**config.mk**
```make
export PLATFORM = sky130hd
export DESIGN_NAME = csqrt_rr_scheduler
export DESIGN_NICKNAME = d
export VERILOG_FILES = /design/src/rtl/csqrt_rr_scheduler.sv
export SDC_FILE = /design/constraint.sdc
export NUM_CORES = 1
export LEC_CHECK = 0
export CAP_MARGIN = 20
export CORE_ASPECT_RATIO = 1.25
export CORE_UTILIZATION = 33
export DETAILED_ROUTE_END_ITERATION = 6
export PLACE_DENSITY = 0.77
export SYNTH_ARGS = -nofsm -noshare
export SYNTH_HDL_FRONTEND = slang
export SYNTH_SLANG_ARGS = --single-unit
```
**constraint.sdc**
```tcl
create_clock -name clk -period 1.5 [get_ports clk]
set_input_delay 0.225 -clock clk [delete_from_list [all_inputs] [get_ports clk]]
set_output_delay 0.225 -clock clk [all_outputs]
set_load 0.01 [all_outputs]
```
**src/rtl/csqrt_rr_scheduler.sv**
```systemverilog
`default_nettype none
// +----------------------------------------------------------------------------+
// | Module   : csqrt_rr_scheduler                                              |
// | Brief    : Round-robin arbiter sharing one complex square-root engine      |
// |            among NUM_REQ requesters; optional WAIT watchdog enabled by     |
// |            the CSQ_SCHED_TIMEOUT_EN macro.                                 |
// | Revision : 1.0 - initial release                                           |
// +----------------------------------------------------------------------------+
module csqrt_rr_scheduler #(
    parameter int         NUM_REQ     = 4,
    parameter int         ID_W        = 2,
    parameter logic [7:0] ITER_N      = 8'd12,
    parameter int         TIMEOUT_CYC = 1024
) (
    input  logic                   clk,
    input  logic                   rst,
    input  logic [NUM_REQ-1:0]     req_valid,
    output logic [NUM_REQ-1:0]     req_ready,
    input  logic [16*NUM_REQ-1:0]  req_x,
    input  logic [16*NUM_REQ-1:0]  req_y,
    output logic                   eng_start,
    output logic [15:0]            eng_x,
    output logic [15:0]            eng_y,
    output logic [7:0]             eng_n,
    input  logic                   eng_valid,
    input  logic [15:0]            eng_real,
    input  logic [15:0]            eng_imag,
    output logic                   resp_valid,
    input  logic                   resp_ready,
    output logic [ID_W-1:0]        resp_id,
    output logic [15:0]            resp_real,
    output logic [15:0]            resp_imag,
    output logic                   resp_err,
    output logic                   busy
);

    typedef enum logic [1:0] {
        S_IDLE   = 2'd0,
        S_LAUNCH = 2'd1,
        S_WAIT   = 2'd2,
        S_RESP   = 2'd3
    } state_t;

    state_t               state_q, state_d;
    logic [ID_W-1:0]      last_q, last_d;
    logic [ID_W-1:0]      id_q, id_d;
    logic [NUM_REQ-1:0]   req_ready_q, req_ready_d;
    logic                 eng_start_q, eng_start_d;
    logic [15:0]          eng_x_q, eng_x_d;
    logic [15:0]          eng_y_q, eng_y_d;
    logic                 resp_valid_q, resp_valid_d;
    logic [15:0]          resp_real_q, resp_real_d;
    logic [15:0]          resp_imag_q, resp_imag_d;
    logic                 resp_err_q, resp_err_d;
    logic                 busy_q, busy_d;

    logic                 gnt_found;
    logic [ID_W-1:0]      gnt_id;

`ifdef CSQ_SCHED_TIMEOUT_EN
    localparam logic [15:0] TO_LIM = 16'(TIMEOUT_CYC);
    logic [15:0]          cnt_q, cnt_d;
`else
    localparam int unused_timeout = TIMEOUT_CYC;
`endif

    // Scan starts one past the previous winner so every requester gets a turn.
    always_comb begin
        gnt_found = 1'b0;
        gnt_id    = '0;
        for (int i = 0; i < NUM_REQ; i++) begin
            if (!gnt_found && req_valid[ID_W'((int'(last_q) + 1 + i) % NUM_REQ)]) begin
                gnt_found = 1'b1;
                gnt_id    = ID_W'((int'(last_q) + 1 + i) % NUM_REQ);
            end
        end
    end

    always_comb begin
        state_d      = state_q;
        last_d       = last_q;
        id_d         = id_q;
        req_ready_d  = '0;
        eng_start_d  = 1'b0;
        eng_x_d      = eng_x_q;
        eng_y_d      = eng_y_q;
        resp_valid_d = resp_valid_q;
        resp_real_d  = resp_real_q;
        resp_imag_d  = resp_imag_q;
        resp_err_d   = resp_err_q;
`ifdef CSQ_SCHED_TIMEOUT_EN
        cnt_d        = cnt_q;
`endif
        case (state_q)
            S_IDLE: begin
                if (gnt_found) begin
                    id_d                = gnt_id;
                    eng_x_d             = req_x[{gnt_id, 4'b0000} +: 16];
                    eng_y_d             = req_y[{gnt_id, 4'b0000} +: 16];
                    req_ready_d[gnt_id] = 1'b1;
                    state_d             = S_LAUNCH;
                end
            end
            S_LAUNCH: begin
                eng_start_d = 1'b1;
                state_d     = S_WAIT;
`ifdef CSQ_SCHED_TIMEOUT_EN
                cnt_d       = '0;
`endif
            end
            S_WAIT: begin
                if (eng_valid) begin
                    resp_real_d  = eng_real;
                    resp_imag_d  = eng_imag;
                    resp_err_d   = 1'b0;
                    resp_valid_d = 1'b1;
                    state_d      = S_RESP;
                end
`ifdef CSQ_SCHED_TIMEOUT_EN
                else if (cnt_q == TO_LIM) begin
                    resp_real_d  = '0;
                    resp_imag_d  = '0;
                    resp_err_d   = 1'b1;
                    resp_valid_d = 1'b1;
                    state_d      = S_RESP;
                end else begin
                    cnt_d = cnt_q + 16'd1;
                end
`endif
            end
            S_RESP: begin
                if (resp_ready) begin
                    resp_valid_d = 1'b0;
                    last_d       = id_q;
                    state_d      = S_IDLE;
                end
            end
            default: state_d = S_IDLE;
        endcase
        busy_d = (state_d != S_IDLE);
    end

    always_ff @(posedge clk or negedge rst) begin
        if (!rst) begin
            state_q      <= S_IDLE;
            last_q       <= ID_W'(NUM_REQ - 1);
            id_q         <= '0;
            req_ready_q  <= '0;
            eng_start_q  <= 1'b0;
            eng_x_q      <= '0;
            eng_y_q      <= '0;
            resp_valid_q <= 1'b0;
            resp_real_q  <= '0;
            resp_imag_q  <= '0;
            resp_err_q   <= 1'b0;
            busy_q       <= 1'b0;
        end else begin
            state_q      <= state_d;
            last_q       <= last_d;
            id_q         <= id_d;
            req_ready_q  <= req_ready_d;
            eng_start_q  <= eng_start_d;
            eng_x_q      <= eng_x_d;
            eng_y_q      <= eng_y_d;
            resp_valid_q <= resp_valid_d;
            resp_real_q  <= resp_real_d;
            resp_imag_q  <= resp_imag_d;
            resp_err_q   <= resp_err_d;
            busy_q       <= busy_d;
        end
    end

`ifdef CSQ_SCHED_TIMEOUT_EN
    always_ff @(posedge clk or negedge rst) begin
        if (!rst) begin
            cnt_q <= '0;
        end else begin
            cnt_q <= cnt_d;
        end
    end
`endif

    assign req_ready  = req_ready_q;
    assign eng_start  = eng_start_q;
    assign eng_x      = eng_x_q;
    assign eng_y      = eng_y_q;
    assign eng_n      = ITER_N;
    assign resp_valid = resp_valid_q;
    assign resp_id    = id_q;
    assign resp_real  = resp_real_q;
    assign resp_imag  = resp_imag_q;
    assign resp_err   = resp_err_q;
    assign busy       = busy_q;

endmodule
`default_nettype wire

```
======== After elaboration in Yosys (flattened, before gate mapping) ========
Index checks and enable logic that the tools add are counted.
word-level totals
  bits in registers ....................... 77
  input port bits ......................... 168
  output and inout port bits .............. 82
  logic and storage cells ................. 74
operators by class
  add/subtract/negate cells ............... 4
  $lt $le $gt $ge ......................... 6
  equal/unequal tests ..................... 5
  shift-type cells ........................ 2
  multiplexer cells ....................... 32
  reduce and logical (&&, ||, !) cells .... 14
operators by type and width
  cell                 count
  $shiftx 64x7->16     2
  $lt 2x4->1 const B   4
  $mux 1               16
  $mux 2               7
  $bmux 1 s2           4
  $mux 4               2
  $pmux 2 s4           1
  $add 2x2->2 const B  3
  $reduce_and 2->1     3
  $eq 2x2->1 const B   2
  $logic_and 1x1->1    4
  $ne 2x2->1 const B   2
  $reduce_bool 2->1    2
  $logic_not 1->1      3
  $lt 2x3->1 const B   1
  $reduce_and 3->1     1
  $add 2x1->2 const B  1
  $demux 1 s2          1
  $eq 2x1->1 const B   1
  $ge 2x1->1 const B   1
  $logic_not 2->1      1
  $pmux 1 s2           1

======== Logic depth before layout (Yosys ltp) ========
  depth after elaboration ................. 20
  mapped depth ............................ 7
  mapped depth without buffers ............ 5

======== Worst setup path before layout ========
OpenSTA, ideal clock, no wires.
  path type ............................... reg-to-reg
  from .................................... reg last_q[0]
  to ...................................... reg eng_x_q[0] (netlist: eng_x[0])
  library setup time ...................... 0.138 ns
  arrival time ............................ 1.553 ns
  data required time ...................... 1.362 ns
  setup slack ............................. -0.191 ns
  cell stages (with the launch flop) ...... 8
  path buffers ............................ 2
  period minus slack after synthesis ...... 1.691 ns
  cells stage by stage .................... dfstp_2 > nand2b_1 > a21boi_2 > o211a_1 > buf_12 > buf_12 > mux2i_1 > o221ai_1
on the way
  longest elaborated chain between the ends .. 15
  elaborated cells on any way between the ends .. 32
  classes of those cells .................. add/sub: 4; shift: 1; mux: 20; reduce/logical: 7
RTL lines
  element                                                               RTL line  text
  start: declaration                                                    45        logic [ID_W-1:0] last_q, last_d;
  start signal: assignment                                              146       last_q <= ID_W'(NUM_REQ - 1);
  start signal: assignment                                              159       last_q <= last_d;
  $add 2x1->2 *                                                         72, 74
  parallel branches: the longest is 14 deep, another holds $add 2x2->2  -
  end signal: assignment                                                163       eng_x_q <= eng_x_d;
  end: declaration                                                      49        logic [15:0] eng_x_q, eng_x_d;
Mark *: on every way between the ends. The select of a mux whose other input is x is not followed.
A chain may end at the register's enable or synchronous reset.

======== Worst setup path after layout ========
  from .................................... reg last_q[0]
  to ...................................... reg eng_y_q[6] (netlist: eng_y[6])
on the way
  longest elaborated chain between the ends .. 15
  elaborated cells on any way between the ends .. 32
  classes of those cells .................. add/sub: 4; shift: 1; mux: 20; reduce/logical: 7
RTL lines
  element                                                               RTL line  text
  $add 2x1->2 *                                                         72, 74
  parallel branches: the longest is 14 deep, another holds $add 2x2->2  -
  end signal: assignment                                                164       eng_y_q <= eng_y_d;
  end: declaration                                                      50        logic [15:0] eng_y_q, eng_y_d;
Marks and branches as above.

==> impl_summary.log <==
[metrics] number of global-route vias before repair: 3732
[metrics] status: finished, violations left
[metrics] fraction of layout instances using a drive strength above 1: approximately 17%
[metrics] logic depth of the worst register-to-register path: 6
[metrics] RSZ-0062 raised after global routing: true
[metrics] Layout Nets: 739
[metrics] average routed wire per standard cell: 17.2 um
[metrics] number of CTS-inserted buffers: 9
[metrics] root cell of the clock tree: sky130_fd_sc_hd__clkbuf_16
[metrics] Power Internal: about 8.4 mW
[metrics] # fillers: 932
[metrics] Boundary Pins: 250
[metrics] post-CTS clock slew at the launch and capture registers of the worst setup and hold paths: 0.06 ns
[metrics] number of pins with negative max-slew slack in the final report: 0
[metrics] Combinational Power Share: 52.2%
[metrics] Clock Skew: 0.00703 ns
[metrics] endpoint of the worst-slack reg-to-reg timing path: eng_y[6]
[metrics] worst-path maximum fanout: 15
[metrics] worst hold-check slack: 0.351 ns
[metrics] area delta synth->final: 79.0%
[metrics] kind of capture point of the worst setup path: flop
[metrics] 1st-pass router iterations: 4
[metrics] reported max-cap violation count: 0
[metrics] post-synthesis register bit count: between 70 and 80
[metrics] Period minus WS final: 1.84 ns
[metrics] cells along the critical path: nand2b_4 -> a21boi_4 -> o211a_4 -> clkbuf_16 -> mux2i_1 -> o221ai_1
[metrics] placed inst area: 6440 um2
[metrics] XOR/XNOR share of the synthesized area: 0%
[metrics] number of H-tree levels: 3
[metrics] starting density of the core: 33.8%
[metrics] drt via density: 4.92
[metrics] via count of the routed design: between 3000 and 4000
[metrics] antenna diode count: 0
[metrics] required time of the worst setup path: between 1.5 and 2 ns
[metrics] combinational family with the most area after synthesis: multiplexers
[metrics] violated checks: setup timing
[metrics] worst voltage drop across the vdd grid: about 1.1 mV
[metrics] Synth Warn #: 0
[metrics] # port buffers: 240
[metrics] count of flip-flops with a built-in enable after synthesis: 0
[metrics] hpwl dp: 8990 um
[metrics] Sinks on Clock Net: 77
[metrics] area share of fa/ha/maj cells after synthesis: 0%
[metrics] fraction of synthesized area in multiplexers: 26.2%
[metrics] commonest non-fill, non-tap cells in the layout: 217 x sky130_fd_sc_hd__clkdlybuf4s50_1, 75 x sky130_fd_sc_hd__dfrtp_1, 64 x sky130_fd_sc_hd__mux2i_1
[metrics] Critical Setup Path Class: reg2reg
[metrics] Sw Pwr: 3.99 mW
[metrics] leading cell type in the layout, fill and taps excluded: sky130_fd_sc_hd__clkdlybuf4s50_1
[metrics] DR iter-0 viols: 97
[metrics] Die Footprint: between 10000 and 15000 um2
[metrics] CP max stage cell: sky130_fd_sc_hd__dfstp_2
[metrics] highest clock frequency the design can meet: 543 MHz
[metrics] number of cell rows: 44
[metrics] compound-gate portion of the synthesized area: 9.82%
[metrics] width of the chip: 99.4 um
[metrics] mean post-synth cell area: 12.5 um2
[metrics] proportion of total power due to net switching: 32.3%
[metrics] Cell Area, Synth: 3910 um2
[metrics] clock tree from TritonCTS: built
[metrics] area of combinational cells with multiple inputs: 1710 um2
[metrics] global-route wire length before repair: around 18000 um
[metrics] crit path setup slack, layout: -0.343 ns
[metrics] leak pwr: 3.21 nW
[metrics] Fin. Hold Viols: 0
[metrics] most frequently used flop master after synthesis: sky130_fd_sc_hd__dfrtp_1
[metrics] library cells used by synthesis: 32
[metrics] Chip Height: ~120 um
[metrics] crit start category: flop
[metrics] clock group share of total power: a little under a fifth
[metrics] period utilization: 123%
[metrics] area fraction in and, or, nand and nor cells after synthesis: around 6.0%
[metrics] dominant delay contributor by cell family on the critical path: compound AO/OA/AOI/OAI gates
[metrics] drc violations: 0
[metrics] Reg power frac: approximately 29%
[metrics] area of all sequential standard cells: ~1900 um2
[metrics] remaining antenna violation count: 0
[metrics] pin count of the biggest net entering global routing: 33
[metrics] Final Routed Wirelength: ~12000 um
[metrics] Final Wtd Congestion: 0.771
[metrics] Crit path arrival time: ~2.0 ns
[metrics] largest incremental delay on the critical path: between 0.5 and 0.6 ns
[metrics] power density over the cells: 1770 nW/um2
[metrics] finished layout cell area: 7000 um2
[metrics] number of antenna violations at the first check in global routing: 0
[metrics] Synth Instances: 312
[metrics] CP bufs+invs: 1
[metrics] launch point of the worst reg-to-reg path: last_q[0]
[metrics] remaining global-route overflow: 0
[metrics] async set or reset register ratio after synthesis: 100%
[metrics] reg-to-reg slack, setup: -0.34 ns
[metrics] global-route total usage across every layer: 19.3%
[metrics] Final setup violation count: 32
[metrics] Core Region: between 10000 and 15000 um2
[metrics] path class of the lowest-slack min-delay path: in2async
[metrics] number of buffers between clock root and the deepest sink: 2
[metrics] post-synthesis sequential area ratio: 49.3%
[metrics] insertion delay of the later-clocked pin in the worst-skew pair: between 0.3 and 0.4 ns
## sequential cells by signal, indices dropped and copies added, names as in the netlist
| name | count |
|---|---|
| resp_imag | 16 |
| eng_y | 16 |
| last_q | 2 |
| eng_start | 1 |
| eng_x | 16 |
| resp_real | 16 |
| resp_id | 2 |
| resp_valid | 1 |
| busy | 1 |
| state_q | 2 |
| req_ready | 4 |
## worst reg2reg max path: stages, from the launching register on
cell	delay [ns]
sky130_fd_sc_hd__dfstp_2	0.54
sky130_fd_sc_hd__nand2b_4	0.12
sky130_fd_sc_hd__a21boi_4	0.19
sky130_fd_sc_hd__o211a_4	0.27
sky130_fd_sc_hd__clkbuf_16	0.23
sky130_fd_sc_hd__mux2i_1	0.22
sky130_fd_sc_hd__o221ai_1	0.15
## metal layers
metal / vias up / track usage, % / wire (um)
met2: 184 / 35.5 / 6360
met1: 1659 / 20.7 / 4620
met5: - / 0 / 0
li1: 1645 / - / -
met4: 0 / 7.26 / 221
met3: 22 / 6.12 / 1080
## synthesized netlist by cell type (2+ instances only)
library cell               number  area share (%)
sky130_fd_sc_hd__a21oi_1        2            0.26
sky130_fd_sc_hd__buf_12         7             3.6
sky130_fd_sc_hd__buf_2          5            0.64
sky130_fd_sc_hd__buf_4          9             1.7
sky130_fd_sc_hd__buf_6          7             2.0
sky130_fd_sc_hd__clkbuf_1       4            0.38
sky130_fd_sc_hd__conb_1         2            0.19
sky130_fd_sc_hd__dfrtp_1       75              48
sky130_fd_sc_hd__dfstp_2        2             1.3
sky130_fd_sc_hd__mux2_2        34             9.8
sky130_fd_sc_hd__mux2i_1       64              16
sky130_fd_sc_hd__nand2_1       38             3.6
sky130_fd_sc_hd__nor2_1         8            0.77
sky130_fd_sc_hd__nor2b_1        3            0.48
sky130_fd_sc_hd__o21ai_0        4            0.51
sky130_fd_sc_hd__o221ai_1      32             7.2
## how the worst max path moves through the flow
stage,slack (ns),cells past startpoint,start,endpoint
floorplan,-0.19,7,last_q[0],eng_x[0]
global placement,-0.55,7,req_valid[1],eng_x[8]
detailed placement,-0.61,7,req_valid[1],eng_y[9]
CTS,-0.34,6,last_q[0],eng_y[9]
global route,-0.40,6,last_q[0],eng_x[10]
finish,-0.34,6,last_q[0],eng_y[6]
## final cells by class
| class | count | area share (%) |
|---|---|---|
| Tap cell | 138 | 2.47 |
| Inverter | 1 | 0.0536 |
| Multi-Input combinational cell | 209 | 24.4 |
| Sequential cell | 77 | 27.6 |
| Clock inverter | 7 | 1.29 |
| Timing Repair Buffer | 273 | 41.0 |
| Clock buffer | 9 | 3.22 |
## power by group through the flow
stage | Sequential [mW] | Combinational (mW) | Clock [mW]
floorplan | 4.06 | 2.89 | 0
global placement | 3.60 | 6.07 | 0
detailed placement | 3.66 | 6.19 | 0
CTS | 3.63 | 6.50 | 2.37
global route | 3.75 | 6.94 | 2.44
finish | 3.62 | 6.45 | 2.29
## cells by family after synthesis
| logic type | after synthesis |
|---|---|
| simple gates | 55 |
| mux | 98 |
| buf+inv | 33 |
| other cells | 2 |
| flops | 77 |
| compound gates | 47 |
## what timing repair did
| item | in CTS | in global routing |
|---|---|---|
| pin swaps | 10 | 9 |
| gates resized for setup | 19 | 19 |
| hold buffers | 1 | 0 |
| cloned | 2 | 2 |
| hold endpoints to repair | 23 | 0 |
| buffers inserted | 8 | 0 |
| setup endpoints to repair | 41 | 52 |
## metrics by stage
step	worst slack, ns	utilization, %	std cells	setup TNS (ns)	power, mW
after detailed placement	-0.606	55.7	687	-21.51	9.86
after CTS	-0.336	59.9	714	-9.51	12.5
after global routing	-0.400	60.6	714	-11.78	13.1
final	-0.343	60.6	714	-9.35	12.4
after floorplan	-0.191	-	319	-6.11	6.94
after global placement	-0.549	55.7	687	-19.35	9.67
Note: power is estimated with default switching activity, not from simulation.
